--- src/rtl/spi_fpga_slave_sync.sv ---
`default_nettype none
// ============================================================================
// Module   : spi_fpga_slave_sync
// Purpose  : SPI slave in which SCLK, CS and MOSI are oversampled in the system
//            clock domain. Optional macro SPI_FPGA_SLAVE_FRAME_ERROR_EN adds the
//            OUT_FRAME_ERROR abort strobe.
// Revision : 1.0 - initial release
// ============================================================================
module spi_fpga_slave_sync #(
  parameter int   PACK_LENGTH                = 8,
  parameter logic CPOL                       = 1'b0,
  parameter logic CPHA                       = 1'b1,
  parameter int   PACK_BIT_SEQUENCE_TRANSMIT = 1,
  parameter int   PACK_BIT_SEQUENCE_RECEIVE  = 1,
  parameter int   SYNC_STAGES                = 2
) (
  input  logic                   IN_CLOCK,
  input  logic                   IN_RESET,
  input  logic [PACK_LENGTH-1:0] IN_TRANSMIT_DATA,
  input  logic                   IN_MOSI,
  input  logic                   IN_CS,
  input  logic                   IN_SCLK,
  output logic                   OUT_MISO,
  output logic [PACK_LENGTH-1:0] OUT_RECEIVE_DATA,
  output logic                   OUT_RECEIVE_VALID,
`ifdef SPI_FPGA_SLAVE_FRAME_ERROR_EN
  output logic                   OUT_FRAME_ERROR,
`endif
  output logic                   OUT_BUSY
);

  localparam int CNT_W    = $clog2(PACK_LENGTH + 1);
  localparam int SETTLE   = SYNC_STAGES + 1;
  localparam int SETTLE_W = $clog2(SETTLE + 1);

  typedef enum logic [1:0] {
    IDLE    = 2'd0,
    LOAD    = 2'd1,
    SHIFT   = 2'd2,
    WAIT_CS = 2'd3
  } state_t;

  logic [SYNC_STAGES-1:0] sclk_sync;
  logic [SYNC_STAGES-1:0] cs_sync;
  logic [SYNC_STAGES-1:0] mosi_sync;
  logic                   sclk_now;
  logic                   cs_now;
  logic                   mosi_now;

  logic sclk_prev;
  logic cs_prev;
  logic mosi_d;
  logic lead_edge;
  logic trail_edge;
  logic cs_fall;
  logic cs_rise;
  logic sample_edge;
  logic shift_edge;

  logic [SETTLE_W-1:0] settle_cnt;
  logic                armed;

  state_t                 state;
  logic [PACK_LENGTH-1:0] tx_shift;
  logic [PACK_LENGTH-1:0] rx_shift;
  logic [CNT_W-1:0]       bit_cnt;
  logic                   skip_shift;
  logic                   last_sample;
  logic [PACK_LENGTH-1:0] rx_next;
  logic [PACK_LENGTH-1:0] tx_adv;
  logic                   tx_next_bit;
  logic                   tx_first_bit;
`ifdef SPI_FPGA_SLAVE_FRAME_ERROR_EN
  logic                   frame_error;
`endif

  assign sclk_now = sclk_sync[SYNC_STAGES-1];
  assign cs_now   = cs_sync[SYNC_STAGES-1];
  assign mosi_now = mosi_sync[SYNC_STAGES-1];

  always_ff @(posedge IN_CLOCK) begin
    if (IN_RESET) begin
      sclk_sync <= {SYNC_STAGES{CPOL}};
      cs_sync   <= {SYNC_STAGES{1'b1}};
      mosi_sync <= '0;
    end else begin
      sclk_sync <= {sclk_sync[SYNC_STAGES-2:0], IN_SCLK};
      cs_sync   <= {cs_sync[SYNC_STAGES-2:0], IN_CS};
      mosi_sync <= {mosi_sync[SYNC_STAGES-2:0], IN_MOSI};
    end
  end

  // Edge pulses are registered; MOSI is delayed by the same stage so the
  // sampled bit stays aligned with the edge that samples it.
  always_ff @(posedge IN_CLOCK) begin
    if (IN_RESET) begin
      sclk_prev  <= CPOL;
      cs_prev    <= 1'b1;
      mosi_d     <= 1'b0;
      lead_edge  <= 1'b0;
      trail_edge <= 1'b0;
      cs_fall    <= 1'b0;
      cs_rise    <= 1'b0;
    end else begin
      sclk_prev  <= sclk_now;
      cs_prev    <= cs_now;
      mosi_d     <= mosi_now;
      lead_edge  <= (sclk_now != sclk_prev) && (sclk_now != CPOL);
      trail_edge <= (sclk_now != sclk_prev) && (sclk_now == CPOL);
      cs_fall    <= cs_prev && !cs_now;
      cs_rise    <= !cs_prev && cs_now;
    end
  end

  assign sample_edge = CPHA ? trail_edge : lead_edge;
  assign shift_edge  = CPHA ? lead_edge  : trail_edge;

  // After reset the CS pin may still be low mid-frame; the forced-high
  // synchronizer would then fake a falling edge. Only arm once CS is seen high.
  always_ff @(posedge IN_CLOCK) begin
    if (IN_RESET) begin
      settle_cnt <= '0;
      armed      <= 1'b0;
    end else if (settle_cnt != SETTLE_W'(SETTLE)) begin
      settle_cnt <= settle_cnt + 1'b1;
    end else if (cs_now && cs_prev) begin
      armed <= 1'b1;
    end
  end

  generate
    if (PACK_BIT_SEQUENCE_RECEIVE != 0) begin : g_rx_msb_first
      assign rx_next = {rx_shift[PACK_LENGTH-2:0], mosi_d};
    end else begin : g_rx_lsb_first
      assign rx_next = {mosi_d, rx_shift[PACK_LENGTH-1:1]};
    end

    if (PACK_BIT_SEQUENCE_TRANSMIT != 0) begin : g_tx_msb_first
      assign tx_first_bit = IN_TRANSMIT_DATA[PACK_LENGTH-1];
      assign tx_adv       = {tx_shift[PACK_LENGTH-2:0], 1'b0};
      assign tx_next_bit  = tx_shift[PACK_LENGTH-2];
    end else begin : g_tx_lsb_first
      assign tx_first_bit = IN_TRANSMIT_DATA[0];
      assign tx_adv       = {1'b0, tx_shift[PACK_LENGTH-1:1]};
      assign tx_next_bit  = tx_shift[1];
    end
  endgenerate

  assign last_sample = (bit_cnt == CNT_W'(PACK_LENGTH - 1));

  always_ff @(posedge IN_CLOCK) begin
    if (IN_RESET) begin
      state             <= IDLE;
      OUT_MISO          <= 1'b0;
      OUT_RECEIVE_DATA  <= '0;
      OUT_RECEIVE_VALID <= 1'b0;
      OUT_BUSY          <= 1'b0;
      tx_shift          <= '0;
      rx_shift          <= '0;
      bit_cnt           <= '0;
      skip_shift        <= 1'b0;
`ifdef SPI_FPGA_SLAVE_FRAME_ERROR_EN
      frame_error       <= 1'b0;
`endif
    end else begin
      OUT_RECEIVE_VALID <= 1'b0;
`ifdef SPI_FPGA_SLAVE_FRAME_ERROR_EN
      frame_error       <= 1'b0;
`endif
      case (state)
        IDLE: begin
          OUT_MISO <= 1'b0;
          if (cs_fall && armed) begin
            state    <= LOAD;
            OUT_BUSY <= 1'b1;
          end
        end

        LOAD: begin
          tx_shift   <= IN_TRANSMIT_DATA;
          rx_shift   <= '0;
          bit_cnt    <= '0;
          skip_shift <= CPHA;
          if (cs_rise) begin
            state    <= IDLE;
            OUT_BUSY <= 1'b0;
            OUT_MISO <= 1'b0;
`ifdef SPI_FPGA_SLAVE_FRAME_ERROR_EN
            frame_error <= 1'b1;
`endif
          end else begin
            state    <= SHIFT;
            OUT_MISO <= tx_first_bit;
          end
        end

        SHIFT: begin
          if (sample_edge && last_sample) begin
            // Completion wins over a simultaneous CS rise.
            rx_shift          <= rx_next;
            bit_cnt           <= bit_cnt + 1'b1;
            OUT_RECEIVE_DATA  <= rx_next;
            OUT_RECEIVE_VALID <= 1'b1;
            if (cs_rise) begin
              state    <= IDLE;
              OUT_BUSY <= 1'b0;
              OUT_MISO <= 1'b0;
            end else begin
              state <= WAIT_CS;
            end
          end else if (cs_rise) begin
            state    <= IDLE;
            OUT_BUSY <= 1'b0;
            OUT_MISO <= 1'b0;
`ifdef SPI_FPGA_SLAVE_FRAME_ERROR_EN
            frame_error <= 1'b1;
`endif
          end else begin
            if (sample_edge) begin
              rx_shift <= rx_next;
              bit_cnt  <= bit_cnt + 1'b1;
            end
            if (shift_edge) begin
              if (skip_shift) begin
                skip_shift <= 1'b0;
              end else begin
                tx_shift <= tx_adv;
                OUT_MISO <= tx_next_bit;
              end
            end
          end
        end

        WAIT_CS: begin
          if (cs_rise) begin
            state    <= IDLE;
            OUT_BUSY <= 1'b0;
            OUT_MISO <= 1'b0;
          end
        end

        default: begin
          state    <= IDLE;
          OUT_BUSY <= 1'b0;
          OUT_MISO <= 1'b0;
        end
      endcase
    end
  end

`ifdef SPI_FPGA_SLAVE_FRAME_ERROR_EN
  assign OUT_FRAME_ERROR = frame_error;
`endif

endmodule
`default_nettype wire

--- config.mk ---
export PLATFORM = sky130hd
export DESIGN_NAME = spi_fpga_slave_sync
export DESIGN_NICKNAME = d
export VERILOG_FILES = /design/src/rtl/spi_fpga_slave_sync.sv
export SDC_FILE = /design/constraint.sdc
export NUM_CORES = 1
export LEC_CHECK = 0
export ABC_CLOCK_PERIOD_IN_PS = 3100
export CAP_MARGIN = 20
export CELL_PAD_IN_SITES_DETAIL_PLACEMENT = 0
export CELL_PAD_IN_SITES_GLOBAL_PLACEMENT = 1
export CORE_UTILIZATION = 41
export DETAILED_ROUTE_END_ITERATION = 12
export GPL_ROUTABILITY_DRIVEN = 0
export PLACE_DENSITY_LB_ADDON = 0.1
export SLEW_MARGIN = 20
export SYNTH_ARGS = -nofsm -noshare
export SYNTH_HDL_FRONTEND = slang
export SYNTH_SLANG_ARGS = --single-unit
--- constraint.sdc ---
create_clock -name IN_CLOCK -period 3.1 [get_ports IN_CLOCK]
set_input_delay 0.62 -clock IN_CLOCK [delete_from_list [all_inputs] [get_ports IN_CLOCK]]
set_output_delay 0.62 -clock IN_CLOCK [all_outputs]
set_load 0.05 [all_outputs]
### Word level (Yosys, flattened, before mapping)

Cells that the tools add are included.
W data, S select, Z words.

| operators by class | value |
|---|---|
| reduce and logical (&&, ||, !) cells | 20 |
| mux-type cells | 34 |
| $add $sub $neg | 2 |
| bitwise operators | 3 |
| eq/ne operators | 16 |

Operators by type and width:

| kind | number |
|---|---|
| $mux W7 | 7 |
| $pmux W7 S2 | 2 |
| $mux W1 | 12 |
| $mux W4 | 3 |
| $ne A2 B2 Y1 const B | 6 |
| $mux W2 | 5 |
| $ne A4 B4 Y1 const B | 2 |
| $pmux W2 S4 | 1 |
| $pmux W4 S2 | 1 |
| $reduce_and A2 Y1 | 4 |
| $logic_and A1 B1 Y1 | 7 |
| $ne A3 B3 Y1 const B | 2 |
| $reduce_and A5 Y1 | 1 |
| $add A4 B1 Y4 const B | 1 |
| $eq A2 B2 Y1 const B | 2 |
| $eq A4 B3 Y1 const B | 1 |
| $pmux W1 S2 | 2 |
| $pmux W1 S4 | 1 |
| $reduce_and A4 Y1 | 1 |
| $not A1 Y1 | 3 |
| $reduce_and A3 Y1 | 1 |
| $reduce_or A3 Y1 | 1 |
| $add A2 B1 Y2 const B | 1 |
| $eq A2 B1 Y1 const B | 1 |
| 6 further kinds | 7 |

| storage, ports and cells | value |
|---|---|
| word-level logic and storage cells | 96 |
| output and inout port bits | 11 |
| register bits after elaboration | 48 |

### Logic depth before layout (Yosys ltp)

| depth | value |
|---|---|
| word-level depth | 5 |
| depth in mapped cells | 7 |
| mapped depth without buffers | 6 |

### Worst setup path before layout

OpenSTA, ideal clock, no wires.

| timing | value |
|---|---|
| path kind | reg-to-reg |
| start point | register bit_cnt[0] |
| end point | register tx_shift[3] |
| period minus slack after synthesis | 1.650 ns |
| setup time | 0.079 ns |
| arrival | 1.570 ns |
| cell stages (with the launch flop) | 8 |
| path slack | 1.450 ns |
| path through | dfxtp_1 -> ha_1 -> and4b_1 -> buf_6 -> o41ai_4 -> buf_6 -> nor2_1 -> a211oi_2 |

| on the way | value |
|---|---|
| cells in the longest elaborated chain, start to end | 4 |

Ends and longest elaborated chain:

| item | RTL line | text |
|---|---|---|
| start: declaration | 66 | `logic [CNT_W-1:0] bit_cnt;` |
| start signal: assignment | 201 | `bit_cnt <= bit_cnt + 1'b1;` |
| start signal: assignment | 221 | `bit_cnt <= bit_cnt + 1'b1;` |
| $eq A4 B3 Y1 | 149 | `assign last_sample = (bit_cnt == CNT_W'(PACK_LENGTH - 1));` |
| $logic_and A1 B1 Y1 | 198 | `if (sample_edge && last_sample) begin` |
| $ne A2 B2 Y1 (no line) | - |  |
| $reduce_and A5 Y1 (no line) | - |  |
| end signal: assignment | 227 | `tx_shift <= tx_adv;` |
| end: declaration | 64 | `logic [PACK_LENGTH-1:0] tx_shift;` |

No other way between the ends.
A chain may end at the register's enable or synchronous reset.

### Final worst setup path

| timing | value |
|---|---|
| start point | register state[0] |
| end point | register tx_shift[4] |

| on the way | value |
|---|---|
| cells in the longest elaborated chain, start to end | 3 |

Ends and longest elaborated chain:

| item | RTL line | text |
|---|---|---|
| start: declaration | 63 | `state_t state;` |
| start signal: assignment | 153 | `state <= IDLE;` |
| start signal: assignment | 174 | `state <= LOAD;` |
| start signal: assignment | 185 | `state <= IDLE;` |
| $eq A2 B2 Y1 / $eq A2 B1 Y1 (equally long branches) | 170 | `case (state)` |
| $ne A2 B2 Y1 (no line) / $reduce_bool A2 Y1 (equally long branches) | - |  |
| $reduce_and A5 Y1 (no line) | - |  |

Parallel ways exist; a longest one is shown, timed or not.

==> metrics.md <==
| Metric | Value |
|---|---|
| CTS tree | `done` |
| Period utilization | `0.678` |
| H-tree levels | `2` |
| Max transition margin | `0.487` |
| Starting density of the core | `0.431` |
| Via count | `~1,400` |
| Commonest non-fill, non-tap cells in the layout | `dfxtp_1, nand2_1, clkdlybuf4s50_1` |
| DRT iter0 DRCs | `66` |
| Clk slew on worst S/H paths | `~0.09 ns` |
| IO Count | `24` |
| Total Neg Setup Slack | `0 ns` |
| PwrDens | `between 600 and 700 nW/um^2` |
| Post-Synthesis Cells | `between 150 and 200` |
| FF-to-FF path depth | `6` |
| Synth Warn # | `0` |
| Initial antenna violation count | `0` |
| Cell Area, Synth | `1900 sq um` |
| Via density | `about 5.2` |
| Sequential Area | `961 sq um` |
| Dpl hpwl | `2.41 mm` |
| Switching power total | `just over 400 uW` |
| Critical R2R Launch | `state[0]$_SDFFE_PP0P_` |
| Fillcell total | `425` |
| Setup slack at placement | `roughly 1.0 ns` |
| Antenna Cells | `0` |
| Hold Crit Start | `sclk_prev$_SDFF_PP0_` |
| Combinational Power Share | `0.212` |
| Top FF cell, synth | `dfxtp_1` |
| Synth Area in Compound Gates | `0.173` |
| Nets | `approximately 230` |
| Layout cells sized above 1 | `0.0943` |
| Synth Area in Simple Gates | `0.192` |
| RSZ-0062 raised after global routing | `false` |
| Total track usage | `0.163` |
| Die Wd | `approximately 70 microns` |
| # DRC | `0` |
| Vias in the first global route | `1,413` |
| Hold Buf Count CTS | `0` |
| Worst EP required | `around 3.3 ns` |
| DP Cell Count | `~260` |
| Crit path time final | `2.10 ns` |
| Startpoint Class | `flip-flop` |
| Adder-cell share of the synthesized area | `0.0461` |
| WHS Path Cells | `1` |
| Maximum number of pins on one net before global-route repair | `37` |
| Post-Synth XOR/XNOR Area | `0.00461` |
| #FFs+latches synth | `48` |
| Total die area | `just under 5000 sq um` |
| Hold Violations, Final | `0` |
| Switching Share | `0.294` |
| Synth unique cells | `36` |
| EDFF count, synth | `0` |
| Tightest Hold Check Type | `flip-flop to flip-flop` |
| Post-CTS setup buffers | `0` |
| Height of the die | `70.1 microns` |
| Async S/R FF share, synth | `0` |
| Routed WL per cell | `13.2 microns` |
| Kind of critical path | `flip-flop to flip-flop` |
| Worst-Skew Late Latency | `slightly below 0.3 ns` |
| Worst setup EP type | `flip-flop` |
| Worst IR drop on VDD | `around 320 uV` |
| Core Util, Final | `0.509` |
| Leak pwr | `approximately 0.00081 uW` |
| Post-synthesis sequential area ratio | `0.506` |
| DRT Pass-1 Iters | `4` |
| DRT Wirelength | `roughly 3.5 mm` |
| Final Skew | `between 0.006 and 0.007 ns` |
| Clock root buffer master | `clkbuf_8` |
| Post-route insts no fill | `between 200 and 300` |
| Routed Antenna Nets | `0` |
| IO Port Bufs | `23` |
| Most common cell after layout, fill and taps aside | `dfxtp_1` |
| First-pass GRT wire length | `6.35 mm` |
| Overflow after GRT | `0` |
| Clock buffer depth | `2` |
| Outcome | `completed` |
| Syn Nets | `210` |
| Clock power frac | `0.271` |
| Worst-Margin Slew | `0.766 ns` |
| Sequential cell fraction of total power | `0.516` |
| PostCTS Resize Cnt | `0` |
| CP Launch Point | `state[0]$_SDFFE_PP0P_` |
| Area occupied by multi-input gates | `between 800 and 900 sq um` |
| CORE AREA | `between 4000 and 5000 sq um` |
| Row Count | `24` |
| Fmax | `475 MHz` |
| CP Max Fanout | `13` |
| Int Pwr | `986 uW` |
| Fin. max-slew vios | `0` |
| TritonCTS Sinks | `48` |
| Main combinational cell family by area after synthesis | `simple AND/OR/NAND/NOR gates` |
| Final setup viols | `0` |
| Setup ws final | `0.997 ns` |
| Max-Cap Viols | `0` |
| Data arrival, critical path | `around 2.3 ns` |
| CTS Buf Count | `5` |
| Post-synthesis mux area share | `0.0428` |
| Avg Inst Size Synth | `10.0 sq um` |
| Area grow syn2layout | `18.2%` |
-- flip-flops by register name, indices dropped and copies added (netlist names), 2 cells and up --
register          count
tx_shift              7
OUT_RECEIVE_DATA      8
bit_cnt               4
mosi_sync             2
settle_cnt            2
sclk_sync             2
cs_sync               2
state                 2
rx_shift              7
-- metal layers --
layer	GRT usage	up-vias	wire length [microns]
met1	0.195	647	1650
met3	0.0375	8	97
met4	0.0689	0	70
met5	0	-	0
met2	0.279	26	1660
li1	-	704	-
-- cell type report --
type,count,area share
inverters,3,0.00501
multi-input cells,129,0.388
well taps,52,0.0290
clock buffers,6,0.0368
clock inverters,1,0.00390
flip-flops and latches,48,0.428
repair buffers,25,0.109
-- critical path, stage by stage, from the launching register on --
cell	delay, ns
dfxtp_1	0.41
inv_1	0.10
ha_1	0.39
nand2_1	0.14
o41ai_4	0.64
nor2_1	0.12
a211oi_2	0.21
-- power groups by stage --
stage                     logic [uW]  registers (uW)  clock network, uW
after floorplan                  222             743                  0
after global placement           287             731                  0
after detailed placement         297             737                  0
after CTS                        299             723                396
after global routing             335             730                417
final                            297             722                379
-- metrics by stage --
step                hold slack, ns  total power, uW  cell area [sq um]
floorplan                    0.383              965               1900
global placement             0.392             1020               2150
detailed placement           0.399             1030               2150
CTS                          0.415             1420               2250
global route                 0.425             1480               2250
finish                       0.411             1400               2250
-- cells in the mapped netlist, types with 2 or more instances --
cell type  number  area (sq um)
nor2_1         14          52.6
or2_2           3          18.8
buf_6           2          22.5
mux2i_1         7          70.1
and4b_1         2          20.0
nor3b_1         2          15.0
ha_1            7          87.6
dfxtp_1        48           961
a21oi_1        13          65.1
buf_1           3          11.3
inv_1           3          11.3
o31ai_1         2          15.0
a211oi_1        3          22.5
a31oi_1         4          25.0
buf_2           3          15.0
nand3b_1        3          22.5
a211oi_2        4          50.1
o21ai_0         4          20.0
clkbuf_1        2          7.51
nand2_1        27           101
nand2b_1        3          18.8
a22o_1          8          70.1
nor2b_1        10          62.6
-- kinds of logic (layout without fill, tap and decap cells) --
| kind of cell | after synthesis | in the layout |
|---|---|---|
| flip-flops | 48 | 48 |
| adder cells (fa/ha/maj) | 7 | 7 |
| buffers and inverters | 13 | 35 |
| XOR/XNOR | 1 | 1 |
| AO/OA/AOI/OAI | 43 | 43 |
| multiplexers | 8 | 8 |
| AND/OR/NAND/NOR | 70 | 70 |
-- worst paths after layout --
kind	endpoint	slack [ns]
max	tx_shift[4]$_SDFFE_PP0P_	1.0
min	lead_edge$_SDFF_PP0_	0.41
max reg2reg	tx_shift[4]$_SDFFE_PP0P_	1.0
min reg2reg	lead_edge$_SDFF_PP0_	0.41
No activity file was read; power rests on OpenSTA's default activity.
